===== src/rtl/matrix_loader.sv =====
// matrix_loader: collects sixteen 16-bit matrix elements into a shadow
// buffer, then swaps them into the active outputs at the next frame_start.
// The active matrix and state code only ever change on a commit, so the
// renderer sees a stable matrix for a whole frame.
module matrix_loader (
  input  logic         CLK,
  input  logic         rst_n,
  input  logic [15:0]  word_in,
  input  logic         word_valid,
  output logic         word_ready,
  input  logic [3:0]   state_in,
  input  logic         load_abort,
  input  logic         frame_start,
  output logic [255:0] mtrxOut,
  output logic [3:0]   matrixState,
  output logic         commit,
  output logic         pending
);

  typedef enum logic [1:0] {
    IDLE = 2'd0,
    LOAD = 2'd1,
    PEND = 2'd2
  } state_e;

  state_e         state_q, state_d;
  logic [3:0]     idx_q, idx_d;
  logic [255:0]   shadow_q;
  logic [3:0]     shadow_state_q;
  logic [255:0]   mtrx_q;
  logic [3:0]     mstate_q;
  logic           commit_q;

  logic           xfer;
  logic           last_word;
  logic           do_commit;
  logic [3:0]     wr_idx;
  logic [15:0]    slot_we;

  // An abort wins over a coincident transfer, so the word is dropped.
  assign xfer      = word_valid && word_ready && !load_abort;
  assign last_word = xfer && (state_q == LOAD) && (idx_q == 4'd15);
  // An abort also wins over frame_start: the pending matrix is discarded.
  assign do_commit = (state_q == PEND) && frame_start && !load_abort;
  // The first word of a load always lands in slot 0.
  assign wr_idx    = (state_q == IDLE) ? 4'd0 : idx_q;

  // One write enable per element slot of the shadow buffer.
  generate
    for (genvar gi = 0; gi < 16; gi++) begin : g_slot_we
      assign slot_we[gi] = xfer && (wr_idx == 4'(gi));
    end
  endgenerate

  // State register: FSM state and word index.
  always_ff @(posedge CLK or negedge rst_n) begin
    if (!rst_n) begin
      state_q <= IDLE;
      idx_q   <= 4'd0;
    end else begin
      state_q <= state_d;
      idx_q   <= idx_d;
    end
  end

  // Next-state logic: abort dominates, frame_start only matters in PEND.
  always_comb begin
    state_d = state_q;
    idx_d   = idx_q;
    if (load_abort) begin
      state_d = IDLE;
      idx_d   = 4'd0;
    end else begin
      case (state_q)
        IDLE: begin
          if (xfer) begin
            state_d = LOAD;
            idx_d   = 4'd1;
          end
        end
        LOAD: begin
          if (xfer) begin
            // Index 15 wraps naturally to 0 on the last word.
            idx_d = idx_q + 4'd1;
            if (idx_q == 4'd15) begin
              state_d = PEND;
            end
          end
        end
        PEND: begin
          if (frame_start) begin
            state_d = IDLE;
          end
        end
        default: begin
          state_d = IDLE;
          idx_d   = 4'd0;
        end
      endcase
    end
  end

  // Output logic decoded from the current state.
  always_comb begin
    word_ready = (state_q != PEND);
    pending    = (state_q == PEND);
  end

  // Shadow buffer: word k goes to bits [255-16k -: 16], stored bit-exact;
  // the state code is captured alongside the last word.
  always_ff @(posedge CLK or negedge rst_n) begin
    if (!rst_n) begin
      shadow_q       <= 256'h0;
      shadow_state_q <= 4'h0;
    end else begin
      for (int k = 0; k < 16; k++) begin
        if (slot_we[k]) begin
          shadow_q[255-16*k -: 16] <= word_in;
        end
      end
      if (last_word) begin
        shadow_state_q <= state_in;
      end
    end
  end

  // Active outputs: copied from the shadow only at a commit.
  always_ff @(posedge CLK or negedge rst_n) begin
    if (!rst_n) begin
      mtrx_q   <= 256'h0;
      mstate_q <= 4'h0;
      commit_q <= 1'b0;
    end else begin
      commit_q <= do_commit;
      if (do_commit) begin
        mtrx_q   <= shadow_q;
        mstate_q <= shadow_state_q;
      end
    end
  end

  assign mtrxOut     = mtrx_q;
  assign matrixState = mstate_q;
  assign commit      = commit_q;

endmodule

===== config.mk =====
export PLATFORM = sky130hd
export DESIGN_NAME = matrix_loader
export DESIGN_NICKNAME = d
export VERILOG_FILES = /design/src/rtl/matrix_loader.sv
export SDC_FILE = /design/constraint.sdc
export NUM_CORES = 1
export LEC_CHECK = 0
export CAP_MARGIN = 25
export CORE_MARGIN = 1
export CORE_UTILIZATION = 53
export CTS_CLUSTER_SIZE = 24
export DETAILED_ROUTE_END_ITERATION = 16
export GPL_ROUTABILITY_DRIVEN = 0
export PLACE_DENSITY = 0.77
export SLEW_MARGIN = 20
export SYNTH_ARGS = -nofsm -noshare
export SYNTH_HDL_FRONTEND = slang
export SYNTH_SLANG_ARGS = --single-unit

===== constraint.sdc =====
create_clock -name CLK -period 2.1 [get_ports CLK]
set_input_delay 0.42 -clock CLK [delete_from_list [all_inputs] [get_ports CLK]]
set_output_delay 0.42 -clock CLK [all_outputs]
set_load 0.01 [all_outputs]

After elaboration in Yosys (flattened, before gate mapping)
Index checks and enable logic that the tools add are counted.
{ "classes": {"n_reduce_logical": 27, "n_bitwise": 0, "n_mux": 11, "addsub": 1, "n_eq_ne": 24, "n_div": 0, "n_shift": 0, "magnitude_cmp": 0, "n_mul": 0} }
{ "ops": {"columns": ["operator", "n"], "rows": [
  ["$eq 4x4->1 const B", 9],
  ["$logic_and 1x1->1", 22],
  ["$eq 4x3->1 const B", 4],
  ["$mux 4", 4],
  ["$pmux 4 s3", 1],
  ["$mux 2", 5],
  ["$ne 3x3->1 const B", 3],
  ["$eq 4x2->1 const B", 2],
  ["$pmux 2 s3", 1],
  ["$add 4x1->4 const B", 1],
  ["$eq 4x1->1 const B", 1],
  ["$logic_not 4->1", 1],
  ["$ne 2x2->1 const B", 2],
  ["$reduce_and 4->1", 1],
  ["$ne 3x2->1 const B", 1],
  ["$reduce_and 3->1", 1],
  ["$eq 2x1->1 const B", 1],
  ["$eq 2x2->1 const B", 1],
  ["$logic_not 2->1", 1],
  ["$logic_not 1->1", 1]
]} }
{ "word_totals": {"latch_bits": 0, "memories": 0, "wordCells": 85, "rom_bits": 0, "in_bits": 25, "reg_bits": 527, "mem_bits_rw": 0, "out_inout_bits": 263} }

Depth between registers and ports, before layout
{ "logic_depth": {"word_depth": 6, "depth_mapped": 8, "depth_no_buf": 4} }

Worst setup path before layout
No wires, ideal clock.
{ "synth_path": {"path_type": "reg-to-reg", "start": "register state_q[0]", "end": "register mtrx_q[100], in the netlist mtrxOut[100]", "t_arrival_ps": 1697, "path_slack_ps": 278, "period_less_slack_ps": 1822, "setup_time_ps": 125, "path_buffers": 3, "t_required_ps": 1975, "path_stages_with_launch": 8, "cell_sequence": "dfrtp_1 and2b_4 inv_2 nor3b_2 buf_4 buf_12 buf_12 mux2_4"} }
{ "synth_between": {"elab_chain_len": 3} }
{ "synth_lines": {"columns": ["element", "line", "text"], "rows": [
  ["start, declared", "26", "state_e state_q, state_d;"],
  ["start signal, assigned", "61", "state_q <= state_d;"],
  ["$eq 2x2->1", null, null],
  ["named net pending", "17", "output logic pending"],
  ["$logic_and 1x1->1 (2 in series)", "44", "assign do_commit = (state_q == PEND) && frame_start && !load_abort;"],
  ["end signal, assigned", "136", "mtrx_q <= shadow_q;"],
  ["end, declared", "30", "logic [255:0] mtrx_q;"]
]} }
The timed path passes the listed nets, and every way through them passes these cells.
A chain may end at the register's enable or synchronous reset.

Final worst setup path
{ "layout_path": {"start": "register mtrx_q[134], in the netlist mtrxOut[134]", "end": "output port mtrxOut[134]"} }
{ "layout_rtl": {"columns": ["element", "line", "text"], "rows": [
  ["end, declared", "14", "output logic [255:0] mtrxOut,"]
]} }
No word-level cell between the ends.

==> impl_metrics.py <==
metrics = {
    "detailed_routing": {
        "drtPass1Iterations": 6,
        "vias": 11200,
        "routed_wl_um": 48600,
        "wl_per_cell_um": 23.2,
        "drc": 0,
        "first_iter_violations": 694,
        "ant_nets": 0,
        "vias_per_cell": 5.36,
    },
    "grt": {
        "grt_pass1_wl_um": 76100,
        "grtUsageTotal": 0.246,
        "grt_max_degree": 95,
        "grt_pass1_vias": 12100,
        "grt_overflow": 0,
        "antenna_found_initial": 2,
    },
    "placed_design": {
        "portBuffers": 287,
        "post-place-cells": 2001,
        "dp_hpwl_um": 31700,
    },
    "timing": {
        "period_share": 0.958,
        "setup_viol": 0,
        "clock_skew_ps": 19.2,
        "fin_tns_setup_ps": 0,
        "fmax_mhz": 497,
        "worstMarginPinSlew_ps": 540,
        "slew_headroom": 0.640,
        "hold_viol": 0,
        "rsz0062_at_grt": "false",
        "drv_slew": 0,
        "final.min_clock_period_ps": 2010,
    },
    "flow_run": {
        "drv_cap": 0,
    },
    "worst_setup_path": {
        "crit_slowest_cell": "clkdlybuf4s50_1",
        "crit_arrival_ps": 1590,
        "crit_fanout": 2,
        "crit_buf_inv": 1,
        "critical_path.startpoint": "mtrxOut[134]",
        "critPathMaxStageDelay_ps": 570,
        "cpLargestDelayFamily": "buffers and inverters",
        "worstPathCellList": "clkdlybuf4s50_1",
        "regToRegStartpoint": "state_q[0]",
        "critical_path_class": "reg2out",
        "crit_path_start_kind": "register",
        "end_kind": "output pin",
        "worstPathRequired_ps": 1680,
    },
    "pwr": {
        "p_leak_nw": 13.2,
        "vdd_ir_drop_max_v": 0.000710,
        "pwr_density_cell_nw_per_um2": 753,
    },
    "cts": {
        "cts_buffer_depth": 3,
        "htree_levels": 2,
        "cts_inserted_buffers": 51,
        "clk_pin_slew_ps": 60,
        "clock_sinks": 527,
        "cts_tree": "built",
        "post_cts_buffers": 0,
        "cts-root-buf": "clkbuf_16",
        "clock_latency_ps": 590,
    },
    "die": {
        "die_h_um": 202,
        "start_util": 0.543,
        "core_um2": 39000,
        "die_x_um": 202,
        "rows": 72,
        "boundaryPins": 288,
        "die-area_um2": 40800,
    },
    "yosys": {
        "yosysTopAreaCell": "dfrtp_1",
        "yosysMostFrequentCell": "dfrtp_1",
        "synth_cell_types": 43,
        "synth_top_area_frac": 0.622,
        "synth-seq-cells": 527,
        "syn_inst": 1182,
        "yosys_warnings": 0,
        "synthArstFlopShare": 1.00,
        "synth_enable_flop_cells": 0,
        "netlist_area_um2": 21200,
        "avgSynthCellArea_um2": 17.9,
        "synth_area_leaders": "dfrtp_1 62%, mux2_4 17%, mux2_2 9.2%, mux2_1 5.7%, buf_12 2.1%",
        "yosys-top-cells-count": "527 x dfrtp_1, 239 x mux2_4, 174 x mux2_2",
        "yosysSeqAreaShare": 0.622,
        "synthFlopType": "dfrtp_1",
        "synth_nets": 1208,
    },
    "cells_and_area": {
        "nNetsFinal": 1563,
        "syn2layout_area_growth_pct": 25.7,
        "final_cells": 2096,
        "final_layout_size_suffix_gt1_frac": 0.382,
        "n_fill_cell": 2600,
    },
    "min_path": {
        "hold_class": "in2async",
    },
    "run_status": {
        "status": "completed",
    },
}
-- final timing paths --
path,cells past startpoint,endpoint,slack (ps)
min in group CLK,2,shadow_state_q[3],460
setup / recovery,1,mtrxOut[134],90
max in group asynchronous,3,shadow_q[106],940
hold / removal,2,mtrxOut[219],310
setup reg to reg,6,mtrxOut[36],150
hold reg to reg,1,mtrxOut[81],480
-- power by group --
part,switching [mW],internal (mW)
logic,0.444,0.302
registers,0.133,10.4
clock network,3.80,5.03
total,4.38,15.7
-- cell usage in the layout, fill, tap and decap left out, drive strengths merged, types with 2 or more instances in the layout --
cell and count:
and3b 3, nand2 13, a21oi 2, inv 2, buf 93, nor2 3, o21ai 2, nand3 3
clkinv 9, clkdlybuf4s50 284, nand2b 2, dfrtp 527, nor4bb 2, clkbuf 80, nand4b 3, diode 3
and2b 3, a31oi 2, nor3b 4, mux2 520
-- area by class of cell --
class                      instances  area [µm²]  share of cell area
clock inverter                    11         105             0.00394
timing repair buffer             379        3950               0.148
sequential                       527       13200               0.495
antenna                            3        7.51            0.000282
clock buffer                      80        1510              0.0565
tap                              518         648              0.0243
inverter                           2        7.51            0.000282
multi-input combinational        576        7230               0.271
-- through the flow --
stage | power, mW | area (µm²) | setup slack [ps] | util | hold WS (ps)
6_report | 20.1 | 26600 | 88.9 | 0.683 | 307
5_1_grt | 20.8 | 26600 | 47.4 | 0.683 | 318
4_1_cts | 20.3 | 26600 | 56.3 | 0.683 | 289
3_5_place_dp | 11.4 | 25000 | -267 | 0.641 | 317
3_3_place_gp | 11.4 | 25000 | -206 | 0.641 | 320
2_1_floorplan | 10.9 | 21200 | 278 | - | 124
-- repair_timing --
item | CTS | global route
hold buffers | 1 | 0
hold endpoints to repair | 23 | 0
resized for setup | 5 | 0
endpoints found under the setup margin | 2 | 0
-- registers in the layout (all words and copies together) (netlist names) --
signal and flops:
idx_q 4, mtrxOut 256, matrixState 4, shadow_state_q 4
commit 1, shadow_q 256, state_q 2
-- per-layer routing --
metal / track usage / part of all wire / vias to the layer above
li1: - / - / 4873
met1: 0.356 / 0.45 / 5972
met2: 0.389 / 0.47 / 332
met3: 0.0439 / 0.059 / 62
met4: 0.0606 / 0.016 / 0
met5: 0 / 0 / -
-- kinds of logic after synthesis --
group,share of synthesized area
compound gates,0.00366
flops,0.622
mux,0.319
simple gates,0.0175
buf+inv,0.0371
fa+ha+maj,0.000590
xor+xnor,0.000413
Power figures use the tool's default switching activity.
